--- config.mk ---
export PLATFORM = sky130hd
export DESIGN_NAME = dly_chain_monitor
export DESIGN_NICKNAME = d
export VERILOG_FILES = /design/src/rtl/dly_chain_monitor.sv
export SDC_FILE = /design/constraint.sdc
export NUM_CORES = 1
export LEC_CHECK = 0
export ABC_CLOCK_PERIOD_IN_PS = 2900
export BUFFER_PORTS_ARGS = -buffer_cell sky130_fd_sc_hd__clkbuf_2
export CAP_MARGIN = 20
export CORE_MARGIN = 2
export CORE_UTILIZATION = 35
export CTS_CLUSTER_DIAMETER = 60
export DETAILED_ROUTE_END_ITERATION = 10
export PLACE_DENSITY_LB_ADDON = 0.25
export SLEW_MARGIN = 20
export SYNTH_ARGS = -nofsm -noshare
export SYNTH_HDL_FRONTEND = slang
export SYNTH_SLANG_ARGS = --single-unit
--- constraint.sdc ---
create_clock -name CLK -period 2.9 [get_ports CLK]
set_clock_uncertainty 0.05 [all_clocks]
set_input_delay 0 -clock CLK [delete_from_list [all_inputs] [get_ports CLK]]
set_output_delay 0 -clock CLK [all_outputs]
set_load 0.05 [all_outputs]
--- src/rtl/dly_chain_monitor.sv ---
// Ring-oscillator edge counter over a programmable CLK window.
// Optional MIN_CNT/FAIL threshold check under DLY_MON_THRESH_EN.
module dly_chain_monitor #(
    parameter int CNT_W       = 12,
    parameter int WIN_W       = 10,
    parameter int SYNC_STAGES = 2
) (
    input  logic             CLK,
    input  logic             RN,
    input  logic             START,
    input  logic [WIN_W-1:0] WIN,
    input  logic             I,
`ifdef DLY_MON_THRESH_EN
    input  logic [CNT_W-1:0] MIN_CNT,
    output logic             FAIL,
`endif
    output logic [CNT_W-1:0] CNT,
    output logic             DONE,
    output logic             BUSY,
    output logic             OVF
);

    localparam logic [1:0] S_IDLE  = 2'd0;
    localparam logic [1:0] S_FLUSH = 2'd1;
    localparam logic [1:0] S_COUNT = 2'd2;
    localparam logic [1:0] S_DONE  = 2'd3;

    localparam logic [CNT_W-1:0] MAX    = '1;
    localparam logic [CNT_W-1:0] MAX_M1 = MAX - 1'b1;
    localparam logic [WIN_W-1:0] FL_END = WIN_W'(SYNC_STAGES - 1);

    if (SYNC_STAGES < 2 || SYNC_STAGES > 4) begin : g_bad_sync
        $error("SYNC_STAGES must be 2..4");
    end

    logic [SYNC_STAGES-1:0] r_sync;
    logic                   r_i_d;
    logic [1:0]             r_state;
    logic [WIN_W-1:0]       r_win;
    logic [WIN_W-1:0]       r_tmr;
    logic [CNT_W-1:0]       r_cnt;
    logic                   r_ovf;
    logic                   w_i_s;
    logic                   w_rise;

    assign w_i_s  = r_sync[SYNC_STAGES-1];
    assign w_rise = w_i_s & ~r_i_d;

    always_ff @(posedge CLK or negedge RN) begin
        if (!RN) begin
            r_sync <= '0;
            r_i_d  <= 1'b0;
        end else begin
            r_sync <= {r_sync[SYNC_STAGES-2:0], I};
            r_i_d  <= w_i_s;
        end
    end

    always_ff @(posedge CLK or negedge RN) begin
        if (!RN) begin
            r_state <= S_IDLE;
            r_win   <= '0;
            r_tmr   <= '0;
            r_cnt   <= '0;
            r_ovf   <= 1'b0;
            CNT     <= '0;
            OVF     <= 1'b0;
            DONE    <= 1'b0;
            BUSY    <= 1'b0;
        end else begin
            DONE <= 1'b0;
            unique case (r_state)
                S_IDLE: begin
                    if (START) begin
                        r_state <= S_FLUSH;
                        r_win   <= WIN;
                        r_tmr   <= '0;
                        r_cnt   <= '0;
                        r_ovf   <= 1'b0;
                        BUSY    <= 1'b1;
                    end
                end
                S_FLUSH: begin
                    // Edges are ignored here while i_d settles behind i_s.
                    if (r_tmr == FL_END) begin
                        r_tmr   <= '0;
                        r_state <= (r_win != '0) ? S_COUNT : S_DONE;
                    end else begin
                        r_tmr <= r_tmr + 1'b1;
                    end
                end
                S_COUNT: begin
                    if (w_rise) begin
                        if (r_cnt != MAX) r_cnt <= r_cnt + 1'b1;
                        if (r_cnt >= MAX_M1) r_ovf <= 1'b1;
                    end
                    if (r_tmr == r_win - 1'b1) r_state <= S_DONE;
                    else r_tmr <= r_tmr + 1'b1;
                end
                S_DONE: begin
                    CNT     <= r_cnt;
                    OVF     <= r_ovf;
                    DONE    <= 1'b1;
                    BUSY    <= 1'b0;
                    r_state <= S_IDLE;
                end
                default: r_state <= S_IDLE;
            endcase
        end
    end

`ifdef DLY_MON_THRESH_EN
    always_ff @(posedge CLK or negedge RN) begin
        if (!RN) FAIL <= 1'b0;
        else if (r_state == S_DONE) FAIL <= (r_cnt < MIN_CNT) | r_ovf;
    end
`endif

endmodule

# After elaboration in Yosys (flattened, before gate mapping)
# Cells that the tools add are included.
# Widths: inputs -> output; s select.
[word_totals] out_inout_bits=15 ff_bits=53 elab_cells=61 in_bits=14
[classes] muxes=20 bitwise=2 magnitude_cmp=1 n_addsub=3 n_eq_ne=13 reduce_logical=11
[ops] cell="$mux 12" count=3
[ops] cell="$mux 10" count=3
[ops] cell="$pmux 10 s3" count=1
[ops] cell="$pmux 12 s2" count=1
[ops] cell="$ne 2x2->1 const B" count=7
[ops] cell="$add 12x1->12 const B" count=1
[ops] cell="$ge 12x12->1 const B" count=1
[ops] cell="$ne 12x12->1 const B" count=1
[ops] cell="$add 10x1->10 const B" count=1
[ops] cell="$eq 10x1->1 const B" count=1
[ops] cell="$eq 10x10->1" count=1
[ops] cell="$reduce_bool 10->1" count=1
[ops] cell="$sub 10x1->10 const B" count=1
[ops] cell="$pmux 2 s4" count=1
[ops] cell="$reduce_and 4->1" count=2
[ops] cell="$mux 1" count=6
[ops] cell="$mux 2" count=3
[ops] cell="$reduce_and 3->1" count=2
[ops] cell="$eq 2x2->1 const B" count=2
[ops] cell="$pmux 1 s2" count=2
[ops] cell="$reduce_and 2->1" count=2
[ops] cell="$reduce_bool 2->1" count=2
[ops] cell="$reduce_bool 3->1" count=1
[ops] cell="$eq 2x1->1 const B" count=1
[ops] cell="other kinds (3)" count=3

# Depth between registers and ports, before layout
# Gate-level depths: netlist of run 1.
[depth] depth_word=4 depth_mapped=11

# Worst setup path after synthesis of run 1
# No wires, ideal clock.
[synth_timing] path_kind="reg2reg" from="reg r_win[0]" to="reg r_state[1]" n_path_buf=1 stages_incl_launch_ff=10 arrival_time_ns=2.294 period_less_slack_ns=2.472 slack_ns=0.428 path_cell_list="dfrtp_1 buf_6 inv_1 ha_1 nor3b_1 a31oi_1 or3_1 o31a_1 nor3_2 mux2_1"
[synth_via] elab_chain_cells=4
[synth_lines] element="from (decl)" line="39" rtl="logic [WIN_W-1:0] r_win;"
[synth_lines] element="from (signal assigned)" line="62" rtl="r_win <= '0;"
[synth_lines] element="from (signal assigned)" line="76" rtl="r_win <= WIN;"
[synth_lines] element="$sub 10x1->10" line="97" rtl="if (r_tmr == r_win - 1'b1) r_state <= S_DONE;"
[synth_lines] element="$eq 10x10->1" line="97"
[synth_lines] element="$ne 2x2->1 (no source line)"
[synth_lines] element="$reduce_and 3->1 (no source line)"
[synth_lines] element="to (signal assigned)" line="87" rtl="r_state <= (r_win != '0) ? S_COUNT : S_DONE;"
[synth_lines] element="to (decl)" line="38" rtl="logic [1:0] r_state;"
# Every way passes these cells.
# A chain may end at the register's enable or synchronous reset.

# Final worst setup path of run 1
# Ends and elaborated chain as after synthesis.

==> flow_summary.toml, run 1 <==
[grt]
grt_pass1_wl_um = 9190
globalRoute.totalOverflow = 0
grt_max_degree = 31
track_usage = 0.131
antenna_found_initial = 0
grt_pass1_vias = 1862

[setup_path]
crit_fanout = 7
required_ns = 3.05
critPathArrivalTime_ns = 2.78
end_kind = "flip-flop"
worst_setup_path_start_kind = "flip-flop"
worstSetupPathType = "reg -> reg"

[final_layout]
drive_gt1_frac = 0.238
nNetsFinal = 329
fill_cells = 782
postLayoutCoreUtil = 0.420
final_cell_mix = "dfrtp_1 (53), clkbuf_2 (28), mux2_2 (24), nor2_1 (24), o21ai_0 (21)"
final_common_cell = "dfrtp_1"
num_antenna_cells = 0
area_growth_pct = 15.3

[route]
drt_pass1_iterations = 4
postRouteAntennaNets = 0
drt-total-wl_um = 5220
drc = 0
num_vias = 2026
wl_per_cell_um = 12.8
vias_per_cell = 4.95
drt_iter0_drc = 100

[pwr]
seqPwrFrac = 0.406
leakage_nw = 1.45
p_int_mw = 1.59
powerDensity_nw_per_um2 = 828
peakVddDrop_uv = 376
p_comb_frac = 0.436
clkPwrFrac = 0.158
sw_frac_of_total = 0.414
p_switching_mw = 1.12

[floorplan]
core_um2 = 7770
start_util = 0.364
dieWidth_um = 93.9
boundaryPins = 29
die_h_um = 93.9
die-area_um2 = 8820
row_count = 32

[outcome]
status = "complete, no violations"

[clock_network]
cts_buffers = 5
clk_pin_slew_ns = 0.10
htree_levels = 2
clock_sinks = 53
cts_tree = "built"
cts_setup_buffers = 0
clock_path_buffers = 2
ctsRootBufferMaster = "clkbuf_8"
clkLatencyLatePin_ns = 0.32

[synth]
seq_area_frac_synth = 0.469
yosysUniqueCellTypes = 50
synthesis.area_um2 = 2830
syn_area_per_cell_um2 = 10.6
syn_nets = 291
ys_seq_elements = 53
synth_cells = 268
synth_warnings = 0

[run]
cap_violations = 0

[sta]
period_needed_ns = 2.63
slew_headroom = 0.518
worst_pin_slew_ns = 0.723
maxSlewViolCount = 0
clock.fmax_mhz = 380
hold-worst-slack_ns = 0.0254
tns_ns = 0
setup_viol = 0
grt_setup_unrepaired = "no"
worst_slack_ns = 0.271
period_share = 0.907
final_hold_viol_count = 0

[placed_design]
routabilityCongestion = 0.773
io_buffer_count = 28
dp_slack_ns = 0.276
post-dp-hpwl_um = 3730

[min_path]
hold_class = "in -> reg"
[stage by stage]
stage / std cells / power [mW] / cell area [µm²]
6_report: 409 / 2.70 / 3260
5_1_grt: 409 / 2.92 / 3260
4_1_cts: 409 / 2.72 / 3260
3_5_place_dp: 389 / 2.27 / 3050
3_3_place_gp: 389 / 2.26 / 3050
2_1_floorplan: 268 / 2.06 / 2830
[cells by family (layout without fill, tap and decap cells)]
family                   after synthesis  count (layout)  synth area share
flip-flops                            53              53             0.469
AO/OA/AOI/OAI                         48              48             0.114
multiplexers                          27              27             0.107
XOR/XNOR                              19              19            0.0615
AND/OR/NAND/NOR                       87              87             0.166
adder cells (fa/ha/maj)                9               9            0.0398
buffers and inverters                 25              64            0.0438
[registers in the layout, indices dropped and copies added, names as in the netlist]
signal	count
BUSY	1
CNT	12
DONE	1
OVF	1
r_cnt	12
r_i_d	1
r_ovf	1
r_state	2
r_sync	2
r_tmr	10
r_win	10
[path summary, 6_finish.rpt]
path / from / end / slack (ns) / cells past startpoint
worst min-delay path: START / BUSY$_DFFE_PN0P_ / 0.03 / 4
min in group asynchronous: RN / CNT[1]$_DFFE_PN0P_ / 0.18 / 2
worst max register to register: r_win[0]$_DFFE_PN0P_ / r_state[1]$_DFFE_PN0P_ / 0.27 / 8
worst max-delay path: r_win[0]$_DFFE_PN0P_ / r_state[1]$_DFFE_PN0P_ / 0.27 / 8
worst min register to register: r_sync[0]$_DFF_PN0_ / r_sync[1]$_DFF_PN0_ / 0.31 / 0
max in group asynchronous: RN / r_cnt[5]$_DFFE_PN0P_ / 1.81 / 3
[critical path, stage by stage, from the launching register on]
cell,delay [ns]
dfrtp_1,0.48
inv_1,0.09
ha_1,0.23
nor3b_1,0.33
a31oi_1,0.12
or3_1,0.36
o31a_1,0.35
nor3_2,0.18
mux2_1,0.33
[area by class of cell]
class	instances	area (µm²)	share of cell area
clock inverter	3	22.5	0.00690
clock buffer	5	68.8	0.0211
sequential	53	1330	0.406
timing repair buffer	44	290	0.0890
tap	102	128	0.0391
inverter	12	45.0	0.0138
multi-input combinational	190	1380	0.424
[synthesized netlist by cell type, drive strengths merged]
cell,count,area share
nor2,24,0.032
o211ai,2,0.0053
a21boi,1,0.0040
nor3,4,0.0088
o32a,1,0.0035
xor2,8,0.027
o31a,1,0.0031
nor2b,4,0.0088
nor3b,2,0.0053
o21a,1,0.0027
nand4,4,0.0088
o21ai,22,0.040
mux2,25,0.099
or2,3,0.0066
o21bai,1,0.0027
a31oi,1,0.0022
o31ai,4,0.011
a211oi,2,0.0071
o2111ai,1,0.0031
clkbuf,5,0.0066
mux2i,2,0.0071
ha,9,0.040
inv,12,0.016
buf,8,0.021
nor4b,1,0.0031
a21o,1,0.0027
nand2b,6,0.013
o311ai,1,0.0031
o41a,1,0.0040
nand3,7,0.012
dfrtp,53,0.47
nand3b,4,0.011
nor4,4,0.014
a21oi,6,0.011
and3,6,0.013
or3,6,0.013
nand2,12,0.016
o41ai,2,0.0088
xnor2,11,0.034
[routing by layer]
layer,vias to the layer above,global-route usage,part of all wire
met1,973,0.195,0.53
met5,-,0,0
met2,30,0.189,0.42
met4,0,0.0507,0.018
met3,6,0.0249,0.031
li1,1017,-,-
[power groups by stage]
stage               Combinational (mW)  Sequential (mW)  Clock (mW)
floorplan                        0.933             1.12           0
global placement                  1.16             1.10           0
detailed placement                1.16             1.11           0
CTS                               1.18             1.10       0.447
global route                      1.31             1.13       0.475
finish                            1.18             1.10       0.428
[timing repair]
action / 4_1_cts / 5_1_grt
hold buffers: 12 / 0
resized for setup: 0 / 1
hold endpoints to repair: 34 / 0
endpoints found under the setup margin: 0 / 5
(Power assumes the default switching activity.)
==> run 2, diff against run 1 <==
--- a/config.mk
+++ b/config.mk
@@ -8,11 +8,13 @@
 export ABC_CLOCK_PERIOD_IN_PS = 2900
 export BUFFER_PORTS_ARGS = -buffer_cell sky130_fd_sc_hd__clkbuf_2
 export CAP_MARGIN = 20
+export CORE_ASPECT_RATIO = 0.7
 export CORE_MARGIN = 2
 export CORE_UTILIZATION = 35
 export CTS_CLUSTER_DIAMETER = 60
 export DETAILED_ROUTE_END_ITERATION = 10
 export PLACE_DENSITY_LB_ADDON = 0.25
+export RECOVER_POWER = 100
 export SLEW_MARGIN = 20
 export SYNTH_ARGS = -nofsm -noshare
 export SYNTH_HDL_FRONTEND = slang
==> flow_summary.toml, run 2 (synthesis results as in run 1) <==
[final_layout]
num_antenna_cells = 0
top_regs = "CNT x12, r_cnt x12"
drive_gt1_frac = 0.182
postLayoutCoreUtil = 0.421
fin_cells = 408
final_common_cell = "dfrtp_1"
nNetsFinal = 330
area_growth_pct = 17.0
final_cell_mix = "dfrtp_1 (53), mux2_2 (24), nor2_1 (24)"
fill_cells = 764

[floorplan]
row_count = 27
die_h_um = 79.2
start_util = 0.360
dieWidth_um = 111
boundaryPins = 29
core_um2 = 7870
die-area_um2 = 8830

[sta]
grt_setup_unrepaired = "no"
setup_viol = 0
tns_ns = 0
slew_headroom = 0.360
final_hold_viol_count = 0
clock.fmax_mhz = 381
period_needed_ns = 2.62
maxSlewViolCount = 0
worst_pin_slew_ns = 0.960
period_share = 0.905
worst_slack_ns = 0.275

[setup_path]
worstSetupPathType = "reg -> reg"
critPathArrivalTime_ns = 2.75
end_kind = "flip-flop"
required_ns = 3.02
crit_fanout = 6
worst_setup_path_start_kind = "flip-flop"

[run]
cap_violations = 0

[outcome]
status = "complete, no violations"

[grt]
globalRoute.totalOverflow = 0
grt_pass1_vias = 1986
grt_max_degree = 38
track_usage = 0.140
met2_usage = 0.192
grt_util_met1 = 0.217
grt_busiest_layer = "met1"
grt_pass1_wl_um = 9960
grt_use_met3 = 0.0321
antenna_found_initial = 0

[clock_network]
cts_setup_buffers = 0
clkLatencyLatePin_ns = 0.28
clock_sinks = 53
cts_buffers = 5
htree_levels = 2
clk_pin_slew_ns = 0.07
ctsRootBufferMaster = "clkbuf_16"
cts_tree = "built"
clock_path_buffers = 2

[route]
drt-total-wl_um = 5710
wl_per_cell_um = 14.0
drt_pass1_iterations = 4
vias_per_cell = 5.01
num_vias = 2046
postRouteAntennaNets = 0
drt_iter0_drc = 68
drc = 0

[placed_design]
io_buffer_count = 28
routabilityCongestion = 0.758
dp.cells = 389
post-dp-hpwl_um = 4090
dp_slack_ns = 0.205

[pwr]
leakage_nw = 1.43
peakVddDrop_uv = 632
seqPwrFrac = 0.370
p_switching_mw = 1.15
p_comb_frac = 0.407
power_mw = 2.95
sw_frac_of_total = 0.390
clkPwrFrac = 0.223
powerDensity_nw_per_um2 = 892
p_int_mw = 1.80

[min_path]
hold_class = "in -> reg"
[run 2: path summary, 6_finish.rpt]
path | slack (ns) | cells past startpoint | end | startpoint
max | 0.28 | 9 | r_state[1]$_DFFE_PN0P_ | r_win[1]$_DFFE_PN0P_
min reg2reg | 0.30 | 0 | r_sync[1]$_DFF_PN0_ | r_sync[0]$_DFF_PN0_
min | 0.03 | 4 | BUSY$_DFFE_PN0P_ | START
max reg2reg | 0.28 | 9 | r_state[1]$_DFFE_PN0P_ | r_win[1]$_DFFE_PN0P_
max in group asynchronous | 1.05 | 3 | r_cnt[7]$_DFFE_PN0P_ | RN
min in group asynchronous | 0.33 | 2 | r_tmr[7]$_DFFE_PN0P_ | RN
[run 2: power by group through the flow]
stage	Clock, mW	Combinational [mW]	Sequential [mW]
6_report	0.660	1.20	1.09
4_1_cts	0.681	1.23	1.09
3_3_place_gp	0	1.21	1.10
2_1_floorplan	0	0.933	1.12
5_1_grt	0.716	1.35	1.12
3_5_place_dp	0	1.21	1.10
[run 2: final cells by class]
type,instances,area [µm²],area share
multi-input combinational,190,1390,0.418
sequential,53,1330,0.400
timing repair buffer,45,269,0.0812
tap,101,126,0.0382
clock buffer,5,125,0.0378
inverter,12,45.0,0.0136
clock inverter,2,35.0,0.0106
[run 2: repair_timing]
item,in CTS,in global routing
resized for setup,0,1
setup endpoints to repair,0,8
hold buffers,12,0
hold endpoints to repair,27,0
[run 2: critical path, stage by stage, from the launching register on]
cell and delay, ns:
dfrtp_1 0.47, inv_1 0.08, ha_1 0.25, nor3b_2 0.19, a21oi_1 0.13, nor2_1 0.05, or3_1 0.42, o31a_1 0.36
nor3_2 0.19, mux2_1 0.33
[run 2: stage by stage]
stage	hold slack, ns	cell area [µm²]
6_report	0.0262	3310
2_1_floorplan	-0.346	2830
3_3_place_gp	-0.0726	3060
3_5_place_dp	-0.0810	3060
5_1_grt	0.0833	3310
4_1_cts	0.0110	3340
[run 2: routing by layer]
layer | part of all wire | routed length [µm] | vias to the layer above
met1 | 0.57 | 3240 | 985
met2 | 0.39 | 2200 | 38
met4 | 0.011 | 64 | 0
met5 | 0 | 0 | -
li1 | - | - | 1019
met3 | 0.034 | 193 | 4
==> run 3, diff against run 2 <==
--- a/config.mk
+++ b/config.mk
@@ -8,9 +8,9 @@
 export ABC_CLOCK_PERIOD_IN_PS = 2900
 export BUFFER_PORTS_ARGS = -buffer_cell sky130_fd_sc_hd__clkbuf_2
 export CAP_MARGIN = 20
-export CORE_ASPECT_RATIO = 0.7
 export CORE_MARGIN = 2
 export CORE_UTILIZATION = 35
+export CTS_BUF_LIST = sky130_fd_sc_hd__clkbuf_8
 export CTS_CLUSTER_DIAMETER = 60
 export DETAILED_ROUTE_END_ITERATION = 10
 export PLACE_DENSITY_LB_ADDON = 0.25
==> flow_summary.toml, run 3 (synthesis results as in run 1) <==
[outcome]
status = "complete, no violations"

[final_layout]
drive_gt1_frac = 0.179
final_common_cell = "dfrtp_1"
multi_input_area_um2 = 1380
fin_cells = 409
final_cell_mix = "dfrtp_1 (53), nor2_1 (24), mux2_2 (23)"
seqCellArea_um2 = 1330
area_growth_pct = 14.4
nNetsFinal = 329
num_antenna_cells = 0
top_regs = "CNT x12, r_cnt x12"
fill_cells = 783

[floorplan]
row_count = 32
die-area_um2 = 8820
core_um2 = 7770
boundaryPins = 29
start_util = 0.364
die_h_um = 93.9
dieWidth_um = 93.9

[route]
postRouteAntennaNets = 0
drt_iter0_drc = 105
vias_per_cell = 4.96
drt-total-wl_um = 5250
wl_per_cell_um = 12.8
num_vias = 2028
drc = 0
drt_pass1_iterations = 4

[sta]
setup_viol = 0
slew_headroom = 0.148
clock.fmax_mhz = 381
tns_ns = 0
hold-worst-slack_ns = 0.0250
worst_pin_slew_ns = 1.28
period_share = 0.905
period_needed_ns = 2.63
final_hold_viol_count = 0
grt_setup_unrepaired = "no"
maxSlewViolCount = 0

[grt]
antenna_found_initial = 0
grt_pass1_wl_um = 9190
grt_max_degree = 31
globalRoute.totalOverflow = 0
track_usage = 0.131
grt_pass1_vias = 1862

[setup_path]
critPathArrivalTime_ns = 2.78
crit_fanout = 7
worstSetupPathType = "reg -> reg"
required_ns = 3.05
end_kind = "flip-flop"
worst_setup_path_start_kind = "flip-flop"

[placed_design]
io_buffer_count = 28
routabilityCongestion = 0.773
dp.cells = 389
post-dp-hpwl_um = 3730

[run]
cap_violations = 0

[pwr]
leakage_nw = 1.39
power_mw = 2.69
powerDensity_nw_per_um2 = 831
peakVddDrop_uv = 371

[clock_network]
cts_buffers = 5
ctsRootBufferMaster = "clkbuf_8"
clk_pin_slew_ns = 0.10
clock_path_buffers = 2
clkLatencyLatePin_ns = 0.32
cts_tree = "built"
cts_setup_buffers = 0
htree_levels = 2
clock_sinks = 53

[min_path]
hold_class = "in -> reg"
-- run 3: timing repair --
| item | 4_1_cts | 5_1_grt |
|---|---|---|
| endpoints found under the setup margin | 0 | 5 |
| hold buffers | 12 | 0 |
| hold endpoints to repair | 34 | 0 |
| resized for setup | 0 | 1 |
-- run 3: final cells by class --
cell class,count,area share
clock buffers,5,0.0213
clock inverters,3,0.00696
inverters,12,0.0139
multi-input cells,190,0.427
flip-flops and latches,53,0.410
well taps,102,0.0394
repair buffers,44,0.0816
-- run 3: path summary, 6_finish.rpt --
kind | startpoint | end | slack (ns) | cells past startpoint
max in group asynchronous | RN | r_cnt[5]$_DFFE_PN0P_ | 0.98 | 3
min in group asynchronous | RN | CNT[1]$_DFFE_PN0P_ | 0.45 | 2
worst min-delay path | START | BUSY$_DFFE_PN0P_ | 0.02 | 4
worst max-delay path | r_win[0]$_DFFE_PN0P_ | r_state[1]$_DFFE_PN0P_ | 0.27 | 8
worst min register to register | r_sync[0]$_DFF_PN0_ | r_sync[1]$_DFF_PN0_ | 0.31 | 0
worst max register to register | r_win[0]$_DFFE_PN0P_ | r_state[1]$_DFFE_PN0P_ | 0.27 | 8
-- run 3: metrics by stage --
stage | utilization | worst slack [ns] | area (µm²)
after detailed placement | 0.393 | 0.276 | 3050
after global routing | 0.417 | 0.0483 | 3240
final | 0.417 | 0.275 | 3240
after floorplan | - | 0.428 | 2830
after global placement | 0.393 | 0.318 | 3050
after CTS | 0.420 | 0.264 | 3260
-- run 3: where the power goes --
group          total, mW  switching (mW)  internal, mW
combinational       1.17           0.652         0.513
clock              0.428           0.256         0.172
sequential          1.10           0.212         0.886
total               2.69            1.12          1.57
-- run 3: per-layer routing --
metal / up-vias / routed length, µm / track usage
met2: 28 / 2180 / 0.189
met1: 978 / 2810 / 0.195
met3: 6 / 168 / 0.0249
met4: 0 / 96 / 0.0507
met5: - / 0 / 0
li1: 1016 / - / -
-- run 3: worst max-delay path, cell delays in order (launching register included) --
cell and delay, ns:
dfrtp_1 0.48, inv_1 0.09, ha_1 0.23, nor3b_1 0.33
a31oi_1 0.12, or3_1 0.36, o31a_1 0.35, nor3_2 0.18
mux2_1 0.33
